<file path="config.mk">
export PLATFORM = sky130hd
export DESIGN_NAME = vit_frame_ctrl
export DESIGN_NICKNAME = d
export VERILOG_FILES = /design/src/rtl/vit_frame_ctrl.sv
export SDC_FILE = /design/constraint.sdc
export NUM_CORES = 1
export LEC_CHECK = 0
export ABC_CLOCK_PERIOD_IN_PS = 1900
export BUFFER_PORTS_ARGS = -buffer_cell sky130_fd_sc_hd__buf_2
export CORE_UTILIZATION = 52
export CTS_CLUSTER_SIZE = 20
export DETAILED_ROUTE_END_ITERATION = 16
export PLACE_DENSITY = 0.86
export RECOVER_POWER = 50
export SLEW_MARGIN = 10
export SYNTH_ARGS = -nofsm -noshare
export SYNTH_HDL_FRONTEND = slang
export SYNTH_SLANG_ARGS = --single-unit
</file>
<file path="constraint.sdc">
create_clock -name clk -period 1.9 [get_ports clk]
set_input_delay 0.095 -clock clk [delete_from_list [all_inputs] [get_ports clk]]
set_output_delay 0.095 -clock clk [all_outputs]
set_load 0.005 [all_outputs]
</file>
<file path="src/rtl/vit_frame_ctrl.sv">
// vit_frame_ctrl
// Frame sequencer for a rate-1/2, K=3 (4-state) Viterbi decoder.
// It accepts FRAME_LEN symbol pairs, strobes the ACS stage and writes one
// survivor word per symbol. It then runs a traceback from state 0 (the frame
// is tail-terminated) and emits decoded bits, last symbol first.
//
// Ports
//   clk, rst          clock, asynchronous active-high reset
//   start             begin a frame (honoured only when idle)
//   sym_valid         upstream symbol pair valid
//   sym_ready         symbol accepted this cycle when sym_valid is high
//   acs_clr           one-cycle path-metric initialise pulse
//   acs_en            ACS update strobe (sym_valid & sym_ready)
//   wr_en, wr_addr    survivor-memory write port (symbol index)
//   rd_en, rd_addr    survivor-memory read port (synchronous RAM)
//   surv_in           survivor word, bit[s] = decision for state s
//   dec_bit/valid/last decoded bit stream, dec_last marks symbol index 0
//   busy              high whenever a frame is in progress
module vit_frame_ctrl #(
  parameter int unsigned FRAME_LEN = 32,
  parameter int unsigned AW        = 5
) (
  input  logic          clk,
  input  logic          rst,
  input  logic          start,
  input  logic          sym_valid,
  output logic          sym_ready,
  output logic          acs_clr,
  output logic          acs_en,
  output logic          wr_en,
  output logic [AW-1:0] wr_addr,
  output logic          rd_en,
  output logic [AW-1:0] rd_addr,
  input  logic [3:0]    surv_in,
  output logic          dec_bit,
  output logic          dec_valid,
  output logic          dec_last,
  output logic          busy
);

  localparam logic [AW-1:0] LAST_IDX = AW'(FRAME_LEN - 1);

  typedef enum logic [2:0] {
    IDLE,
    CLR,
    ACQ,
    WAIT,
    TB,
    DRAIN
  } state_t;

  state_t        state_q, state_d;
  logic [AW-1:0] sym_cnt_q, sym_cnt_d;
  logic [AW-1:0] rd_cnt_q, rd_cnt_d;
  logic [1:0]    s_q, s_d;
  logic          wr_en_q;
  logic [AW-1:0] wr_addr_q;
  logic          dec_valid_q;
  logic          dec_last_q;

  always_comb begin
    state_d   = state_q;
    sym_cnt_d = sym_cnt_q;
    rd_cnt_d  = rd_cnt_q;
    s_d       = s_q;
    sym_ready = 1'b0;
    acs_clr   = 1'b0;
    rd_en     = 1'b0;

    // Read data for the previous rd_en arrives now: step the traceback
    // state along the stored decision of the current state.
    if (dec_valid_q) begin
      s_d = {s_q[0], surv_in[s_q]};
    end

    unique case (state_q)
      IDLE: begin
        if (start) begin
          state_d = CLR;
        end
      end
      CLR: begin
        acs_clr   = 1'b1;
        sym_cnt_d = '0;
        state_d   = ACQ;
      end
      ACQ: begin
        sym_ready = 1'b1;
        if (sym_valid) begin
          if (sym_cnt_q == LAST_IDX) begin
            sym_cnt_d = '0;
            state_d   = WAIT;
          end else begin
            sym_cnt_d = sym_cnt_q + 1'b1;
          end
        end
      end
      WAIT: begin
        // Frame is tail-terminated, so traceback always starts at state 0.
        rd_cnt_d = LAST_IDX;
        s_d      = '0;
        state_d  = TB;
      end
      TB: begin
        rd_en = 1'b1;
        if (rd_cnt_q == '0) begin
          state_d = DRAIN;
        end else begin
          rd_cnt_d = rd_cnt_q - 1'b1;
        end
      end
      DRAIN: begin
        state_d = IDLE;
      end
      default: begin
        state_d = IDLE;
      end
    endcase
  end

  always_ff @(posedge clk or posedge rst) begin
    if (rst) begin
      state_q     <= IDLE;
      sym_cnt_q   <= '0;
      rd_cnt_q    <= '0;
      s_q         <= '0;
      wr_en_q     <= 1'b0;
      wr_addr_q   <= '0;
      dec_valid_q <= 1'b0;
      dec_last_q  <= 1'b0;
    end else begin
      state_q     <= state_d;
      sym_cnt_q   <= sym_cnt_d;
      rd_cnt_q    <= rd_cnt_d;
      s_q         <= s_d;
      wr_en_q     <= acs_en;
      if (acs_en) begin
        wr_addr_q <= sym_cnt_q;
      end
      dec_valid_q <= rd_en;
      dec_last_q  <= rd_en && (rd_cnt_q == '0);
    end
  end

  assign acs_en    = sym_valid & sym_ready;
  assign wr_en     = wr_en_q;
  assign wr_addr   = wr_addr_q;
  assign rd_addr   = rd_en ? rd_cnt_q : '0;
  assign dec_valid = dec_valid_q;
  assign dec_last  = dec_last_q;
  assign dec_bit   = dec_valid_q & s_q[1];
  assign busy      = (state_q != IDLE);

endmodule

</file>
==> flow_summary.toml, run 1 <==
[run]
cap_viol_max_count = 0

[power]
p_sw_mw = 0.635
pwr-share-seq = 0.505
swShare = 0.370
power_density_nw_per_um2 = 1280
p_leak_nw = 0.682
peakVddDrop_mv = 0.871
clock_power_share = 0.129
internal-power_mw = 1.08
comb_power_share = 0.365

[synthesis]
yosysSeqAreaShare = 0.493
synth-edff-count = 0
yosysWarnings = 0
synth.largest_area_cell = "dfrtp_1"
synth_common_cells = "dfrtp_1 (23), nor2_1 (10), mux2_2 (8)"
ys_async_sr_fraction = 1.00
syn_area_um2 = 1170
synth_nets = 116
synth-seq-cells = 23
syn_area_per_cell_um2 = 11.1
ys.flop_type = "dfrtp_1"
synth_area_leaders = "dfrtp_1 (49%), mux2_2 (7.7%), ha_1 (3.2%)"
synth.most_common_cell = "dfrtp_1"
syn_inst = 105
synth.distinct_cells = 35
synthDominantCellAreaShare = 0.493

[cts]
cts_tree = "done"
clock_latency_ns = 0.31
htreeDepth = 1
clk_path_buf_depth = 2
cts_setup_buffers = 0
cts_made_buffers = 3
cts.sinks = 23
cts-root-buf = "clkbuf_4"
path_clk_slew_ns = 0.12

[sta]
fin_skew_ns = 0.00740
drv_slew = 0
max_clock_freq_ghz = 0.569
worstMarginPinSlew_ns = 0.834
tns_ns = 0
relSlewSlack = 0.443
setup_slack_ns = 0.143
period_minus_slack_ns = 1.76
hold_viol_final = 0
rsz0062_at_grt = "false"
finalCritPeriodShare = 0.925
setup_viol = 0

[global_route]
antenna_found_initial = 0
gr-usage-all-layers = 0.185
grtUsageMet3 = 0.0561
grt_pass1_vias = 790
grt-busiest-layer = "met2"
grt_pass1_wl_mm = 3.40
grt_use_met2 = 0.304
gr-total-overflow = 0
grt_util_met1 = 0.235
grt_max_degree = 24

[floorplan]
dieArea_um2 = 2440
die_w_um = 49.4
start_util = 0.572
num_io_pins = 27
coreArea_um2 = 2040
rows = 16
die_h_um = 49.4

[place]
dp_slack_ns = 0.100
dp_hpwl_mm = 1.48
io_buffers = 26
gp_congestion = 0.816

[run_status]
outcome = "completed"

[layout]
final_nets = 144
layout-drive-gt1-share = 0.356
synthToLayoutAreaGrowth_pct = 15.1
ff_latch_area_um2 = 578
fill_cells = 174
multi_input_area_um2 = 536
antennaDiodeCount = 0

[routing]
drt-total-wl_mm = 2.07
ant_nets = 0
drcViolationCount = 0
drt_iter0_drc = 27
drtPass1Iterations = 6
wl_per_cell_um = 13.0
via_per_inst = 5.70
vias = 906

[setup_path]
cp-end-kind = "flip-flop"
crit_family = "simple AND/OR/NAND/NOR gates"
cp_cell_sequence = "inv_1 > ha_1 > or4b_4 > a21oi_2 > o31ai_1"
cp.arrival_ns = 1.95
start_kind = "flip-flop"
worst-path-buf-inv = 1
slowest_delay_ns = 0.51
critPathKind = "flip-flop to flip-flop"
crit_required_ns = 2.09
cpMaxStageDelayCell = "or4b_4"
crit_path_max_fanout = 4

[worst_hold_path]
hold_class = "primary input to flip-flop"
==> flip-flops by register name (all words and copies together), names as in the netlist <==
register   count
dec_valid      1
wr_en          1
state_q        3
s_q            2
rd_cnt_q       5
sym_cnt_q      5
wr_addr        5
dec_last       1
==> cell families after synthesis <==
family	Yosys count	share of synthesized area
and+or+nand+nor	41	0.225
DFF	23	0.493
AOI/OAI and AO/OA	16	0.101
buffers and inverters	12	0.0547
muxes	10	0.0943
adders and majority gates	3	0.0322
==> worst reg2reg max path, cell delays in order (launching register included) <==
cell and delay, ns:
dfrtp_1 0.43, inv_1 0.12, ha_1 0.21, or4b_4 0.51, a21oi_2 0.27, o31ai_1 0.11
==> power by group through the flow <==
stage               clock [mW]  sequential, mW  combinational, mW
global placement             0           0.852              0.600
global route             0.251           0.899              0.696
detailed placement           0           0.865              0.622
CTS                      0.236           0.858              0.627
floorplan                    0           0.809              0.478
finish                   0.221           0.867              0.627
==> metal layers <==
metal | wire length [um] | share of wire
met5 | 0 | 0
met4 | 19 | 0.0092
met3 | 169 | 0.082
met2 | 953 | 0.46
met1 | 924 | 0.45
==> per-stage QoR <==
stage	instances	area (um^2)	total power [mW]	hold slack [ns]	utilization
detailed placement	154	1300	1.49	0.308	0.636
floorplan	105	1170	1.29	0.0969	-
finish	159	1340	1.72	0.116	0.658
global route	159	1340	1.85	0.117	0.658
CTS	159	1340	1.72	0.0996	0.654
global placement	154	1300	1.45	0.301	0.636
==> path summary, 6_finish.rpt <==
| kind | start | to | slack, ns | cells past startpoint |
|---|---|---|---|---|
| max | rd_cnt_q[0] | rd_cnt_q[3] | 0.14 | 5 |
| min reg2reg | s_q[0] | s_q[0] | 0.51 | 1 |
| max in group asynchronous | rst | state_q[1] | 0.87 | 3 |
| min | sym_valid | sym_cnt_q[3] | 0.12 | 3 |
| max reg2reg | rd_cnt_q[0] | rd_cnt_q[3] | 0.14 | 5 |
| min in group asynchronous | rst | rd_cnt_q[4] | 0.47 | 3 |
==> final cells by class <==
type	count	share of cell area
Sequential cell	23	0.430
Multi-Input combinational cell	70	0.399
Timing Repair Buffer	27	0.102
Tap cell	27	0.0251
Inverter	8	0.0233
Clock buffer	3	0.0168
Clock inverter	1	0.00372
==> cell usage in the layout, fill, tap and decap left out, types with 3 or more instances in the layout <==
cell      Yosys  layout
clkbuf_4      0       3
ha_1          3       3
and3_1        5       5
and2_1        5       5
buf_2         2      24
nand3b_1      4       4
dfrtp_1      23      21
a21oi_1       4       4
inv_1         7       7
mux2_2        8       8
nor2_1       10      10
==> timing repair <==
action,CTS,global route
endpoints found under the setup margin,0,4
hold endpoints to repair,23,0
hold buffers,1,0
gates resized for setup,0,3
Note: power is estimated with default switching activity, not from simulation.
==> run 2, diff against run 1 <==
==> config.mk (replaced) <==
export PLATFORM = sky130hd
export DESIGN_NAME = vit_frame_ctrl
export DESIGN_NICKNAME = d
export VERILOG_FILES = /design/src/rtl/vit_frame_ctrl.sv
export SDC_FILE = /design/constraint.sdc
export NUM_CORES = 1
export LEC_CHECK = 0
export ABC_CLOCK_PERIOD_IN_PS = 1600
export BUFFER_PORTS_ARGS = -buffer_cell sky130_fd_sc_hd__buf_2
export CORE_UTILIZATION = 47
export CTS_CLUSTER_SIZE = 20
export DETAILED_ROUTE_END_ITERATION = 16
export PLACE_DENSITY = 0.83
export RECOVER_POWER = 100
export SLEW_MARGIN = 10
export SYNTH_ARGS = -nofsm -noshare
export SYNTH_HDL_FRONTEND = slang
export SYNTH_SLANG_ARGS = --single-unit
==> constraint.sdc (replaced) <==
create_clock -name clk -period 1.6 [get_ports clk]
set_input_delay 0.08 -clock clk [delete_from_list [all_inputs] [get_ports clk]]
set_output_delay 0.08 -clock clk [all_outputs]
set_load 0.005 [all_outputs]
==> run 2 against run 1 <==
Compared with the run above:
- critical path depth grew 1
- sequential share of layout area is 7.8 points lower
- wire length rose by 46%
- the flow now finishes with violations (negative setup slack)
- via count up 17%
- maximum frequency is 5.7% higher
- critical endpoint is now sym_cnt_q[3]
- critical path type unchanged
- non-clock buffer count rose by 28
- sequential cell count is the same
==> flow_summary.toml, run 2 (synthesis gave the netlist of run 1 again) <==
[sta]
tns_ns = -0.161
max_clock_freq_ghz = 0.602
setup_slack_ns = -0.0623
period_minus_slack_ns = 1.66
worstMarginPinSlew_ns = 0.562
setup_viol = 8
fin_skew_ns = 0.00188
relSlewSlack = 0.626
finalCritPeriodShare = 1.04
hold-worst-slack_ns = 0.0879
rsz0062_at_grt = "true"
drv_slew = 0
hold_viol_final = 0

[setup_path]
critPathKind = "flip-flop to flip-flop"
cp.arrival_ns = 1.89
crit_path_max_fanout = 5
crit_family = "simple AND/OR/NAND/NOR gates"
start_kind = "flip-flop"
cp-end-kind = "flip-flop"
worst-path-buf-inv = 0
reg2reg_depth = 6
crit_required_ns = 1.83
cpMaxStageDelayCell = "dfrtp_1"
slowest_delay_ns = 0.41
cp_cell_sequence = "ha_2 > and3_4 > ha_4 > nor4b_4 > nand4_1 > o211ai_1"
path_depth = 6

[floorplan]
dieArea_um2 = 2690
die_w_um = 51.8
rows = 17
die_h_um = 51.8
start_util = 0.513
num_io_pins = 27
coreArea_um2 = 2280

[layout]
final_nets = 172
fin_cells = 188
synthToLayoutAreaGrowth_pct = 40.7
layout-drive-gt1-share = 0.544
final_cell_mix = "buf_4 (25), dfrtp_1 (20), buf_2 (20)"
fin_area_um2 = 1640
final_common_cell = "buf_4"
antennaDiodeCount = 0

[cts]
htreeDepth = 1
path_clk_slew_ns = 0.13
cts.sinks = 23
clock_latency_ns = 0.30
clk_path_buf_depth = 2
cts_tree = "done"
cts_made_buffers = 3
cts-root-buf = "clkbuf_4"

[power]
p_leak_nw = 0.815
power_density_nw_per_um2 = 1570
peakVddDrop_mv = 0.989

[routing]
drcViolationCount = 0
via_per_inst = 5.64
ant_nets = 0
vias = 1060
wl_per_cell_um = 16.0
drtPass1Iterations = 5
drt_iter0_drc = 44
drt-total-wl_mm = 3.01

[global_route]
grt_pass1_wl_mm = 3.75
grt_max_degree = 24
antenna_found_initial = 0
gr-total-overflow = 0
grt_pass1_vias = 874
gr-usage-all-layers = 0.192

[run_status]
outcome = "complete, but fails checks"
violations = "negative setup slack"

[place]
gp_congestion = 0.781
post_dp_cell_area_um2 = 1410
dp_hpwl_mm = 1.70
io_buffers = 26
dp.cells = 169

[worst_hold_path]
holdPathStages = 3
hold_class = "primary input to flip-flop"

[run]
cap_viol_max_count = 0
[run 2: power breakdown]
| part | switching (mW) | total [mW] | leakage, nW | internal [mW] |
|---|---|---|---|---|
| Sequential | 0.194 | 0.983 | 0.286 | 0.789 |
| Combinational | 0.586 | 1.33 | 0.512 | 0.739 |
| Clock | 0.176 | 0.269 | 0.0177 | 0.0932 |
| Total | 0.956 | 2.58 | 0.815 | 1.62 |
[run 2: routing by layer]
metal | share of wire | vias up | global-route usage
met2 | 0.51 | 43 | 0.310
met3 | 0.061 | 10 | 0.0322
met1 | 0.40 | 523 | 0.246
met5 | 0 | - | 0
met4 | 0.023 | 0 | 0.0946
li1 | - | 484 | -
[run 2: final cells by class]
cell class	instances	area [um^2]
fillers	159	633
multi-input cells	70	596
flip-flops and latches	23	579
repair buffers	55	370
inverters	8	35.0
well taps	28	35.0
clock buffers	3	22.5
clock inverters	1	5.00
[run 2: worst reg2reg max path, delay by kind of cell (launching register included)]
| family | cells | cell delay (ns) |
|---|---|---|
| simple gates | 3 | 0.69 |
| flops | 1 | 0.41 |
| fa+ha+maj | 2 | 0.37 |
| compound gates | 1 | 0.12 |
[run 2: what timing repair did]
item / CTS / global route
hold endpoints to repair: 23 / 0
hold buffers: 1 / 0
resized for setup: 8 / 17
pin swaps: 9 / 11
setup buffers: 4 / 10
setup endpoints to repair: 14 / 14
[run 2: stage by stage]
step	total power, mW	setup slack (ns)	utilization
2_1_floorplan	1.55	0.00429	-
3_3_place_gp	1.93	0.00383	0.621
3_5_place_dp	1.99	-0.0806	0.621
4_1_cts	2.33	-0.0297	0.666
5_1_grt	2.74	-0.178	0.722
6_report	2.58	-0.0623	0.722
[run 2: path summary, 6_finish.rpt]
| path | from | end | slack (ns) |
|---|---|---|---|
| max | sym_cnt_q[1] | sym_cnt_q[3] | -0.06 |
| min | sym_valid | sym_cnt_q[0] | 0.09 |
| max reg2reg | sym_cnt_q[1] | sym_cnt_q[3] | -0.06 |
| min reg2reg | wr_addr[1] | wr_addr[1] | 0.52 |
| max in group asynchronous | rst | state_q[2] | 0.78 |
| min in group asynchronous | rst | wr_addr[4] | 0.43 |
==> run 3, diff against run 2 <==
--- a/config.mk
+++ b/config.mk
@@ -8,9 +8,9 @@
 export ABC_CLOCK_PERIOD_IN_PS = 1600
 export BUFFER_PORTS_ARGS = -buffer_cell sky130_fd_sc_hd__buf_2
 export CORE_UTILIZATION = 47
-export CTS_CLUSTER_SIZE = 20
+export CTS_CLUSTER_SIZE = 30
 export DETAILED_ROUTE_END_ITERATION = 16
-export PLACE_DENSITY = 0.83
+export PLACE_DENSITY = 0.74
 export RECOVER_POWER = 100
 export SLEW_MARGIN = 10
 export SYNTH_ARGS = -nofsm -noshare
==> run 3 against run 2 <==
Compared with the run above:
- the run still ends with negative setup slack left
- die area did not move
- combinational power down 8%
- wire length fell by 11%
- total power shrank 5.1%
==> flow_summary.toml, run 3 (synthesis gave the netlist of run 1 again) <==
[run_status]
outcome = "complete, but fails checks"
violations = "negative setup slack"

[setup_path]
crit_required_ns = 1.83
critPathKind = "flip-flop to flip-flop"
start_kind = "flip-flop"
slowest_delay_ns = 0.41
cpMaxStageDelayCell = "dfrtp_1"
crit_path_max_fanout = 5
cp_cell_sequence = "ha_2 > and3_4 > ha_4 > nor4b_4 > nand4_1 > o211ai_1"
cp.arrival_ns = 1.85
cp-end-kind = "flip-flop"
r2r_slack_ns = -0.02

[floorplan]
die_h_um = 51.8
dieArea_um2 = 2690
rows = 17
coreArea_um2 = 2280
num_io_pins = 27
start_util = 0.513
die_w_um = 51.8

[layout]
fin_area_um2 = 1600
final_nets = 166
fin_util = 0.701
final_cell_mix = "dfrtp_1 (21), buf_2 (20), buf_4 (20)"
layout-drive-gt1-share = 0.519
final_common_cell = "dfrtp_1"
antennaDiodeCount = 0
synthToLayoutAreaGrowth_pct = 36.7

[global_route]
antenna_found_initial = 0
gr-usage-all-layers = 0.200
gr-total-overflow = 0
grt_max_degree = 24
grt_pass1_vias = 942
grt_pass1_wl_mm = 3.92

[cts]
htreeDepth = 1
path_clk_slew_ns = 0.12
cts_tree = "done"
cts-root-buf = "clkbuf_4"
clock_latency_ns = 0.30
cts_made_buffers = 3
clk_path_buf_depth = 2
cts.sinks = 23

[place]
dp_slack_ns = -0.0996
post_dp_cell_area_um2 = 1410
io_buffers = 26
gp_congestion = 0.744
dp_hpwl_mm = 1.71

[power]
peakVddDrop_mv = 0.909
power_density_nw_per_um2 = 1530
pwr-share-seq = 0.392
p_sw_mw = 0.894
p_leak_nw = 0.783
comb_power_share = 0.501
swShare = 0.365
clock_power_share = 0.107
internal-power_mw = 1.55

[run]
cap_viol_max_count = 0

[sta]
setup_viol = 1
worstMarginPinSlew_ns = 0.569
drv_slew = 0
finalCritPeriodShare = 1.01
period_minus_slack_ns = 1.62
fin_skew_ns = 0.00180
hold_viol_final = 0
max_clock_freq_ghz = 0.618
relSlewSlack = 0.621
hold-worst-slack_ns = 0.116
rsz0062_at_grt = "true"
tns_ns = -0.0175
setup_slack_ns = -0.0175

[routing]
ant_nets = 0
drt_iter0_drc = 20
vias = 993
drcViolationCount = 0
via_per_inst = 5.46
drtPass1Iterations = 4
drt-total-wl_mm = 2.68
wl_per_cell_um = 14.7

[worst_hold_path]
hold_class = "primary input to flip-flop"
-- run 3: final cells by class --
cell class,count,area [um^2]
inverter,8,35.0
fill,167,681
tap,28,35.0
clock buffer,4,26.3
multi-input combinational,70,599
timing repair buffer,49,322
sequential,23,578
-- run 3: final timing paths --
check,start,depth (start not counted),endpoint
max,sym_cnt_q[1],6,sym_cnt_q[3]
min,start,4,state_q[0]
max reg2reg,sym_cnt_q[1],6,sym_cnt_q[3]
min reg2reg,s_q[0],1,s_q[0]
max in group asynchronous,rst,4,state_q[0]
min in group asynchronous,rst,4,wr_addr[4]
-- run 3: metal layers --
metal / global-route usage / wire [um]
met1: 0.252 / 1180
met2: 0.348 / 1390
met3: 0.0263 / 84
met4: 0.0721 / 31
met5: 0 / 0
-- run 3: critical path: cells and delay by family, from the launching register on --
family	cells	cell delay [ns]
and+or+nand+nor	3	0.68
DFF	1	0.41
AOI/OAI and AO/OA	1	0.11
adders and majority gates	2	0.35
-- run 3: per-stage QoR --
step / std cells / power, mW
after floorplan: 105 / 1.55
after global placement: 169 / 1.90
after detailed placement: 169 / 1.95
after CTS: 179 / 2.31
after global routing: 182 / 2.61
final: 182 / 2.45
-- run 3: power by group through the flow --
stage          Clock [mW]  Combinational (mW)  Sequential (mW)
5_1_grt             0.287                1.35            0.982
2_1_floorplan           0               0.581            0.964
3_3_place_gp            0               0.918            0.982
4_1_cts             0.273                1.09            0.943
6_report            0.263                1.22            0.959
3_5_place_dp            0               0.953            0.995
-- run 3: timing repair --
action                                  CTS  global route
endpoints found under the setup margin   13            13
endpoints found under the hold margin    23             0
buffers inserted                          5             3
pin swaps                                 7             7
gates cloned                              0             0
resized for setup                        10            14
hold buffers                              1             0
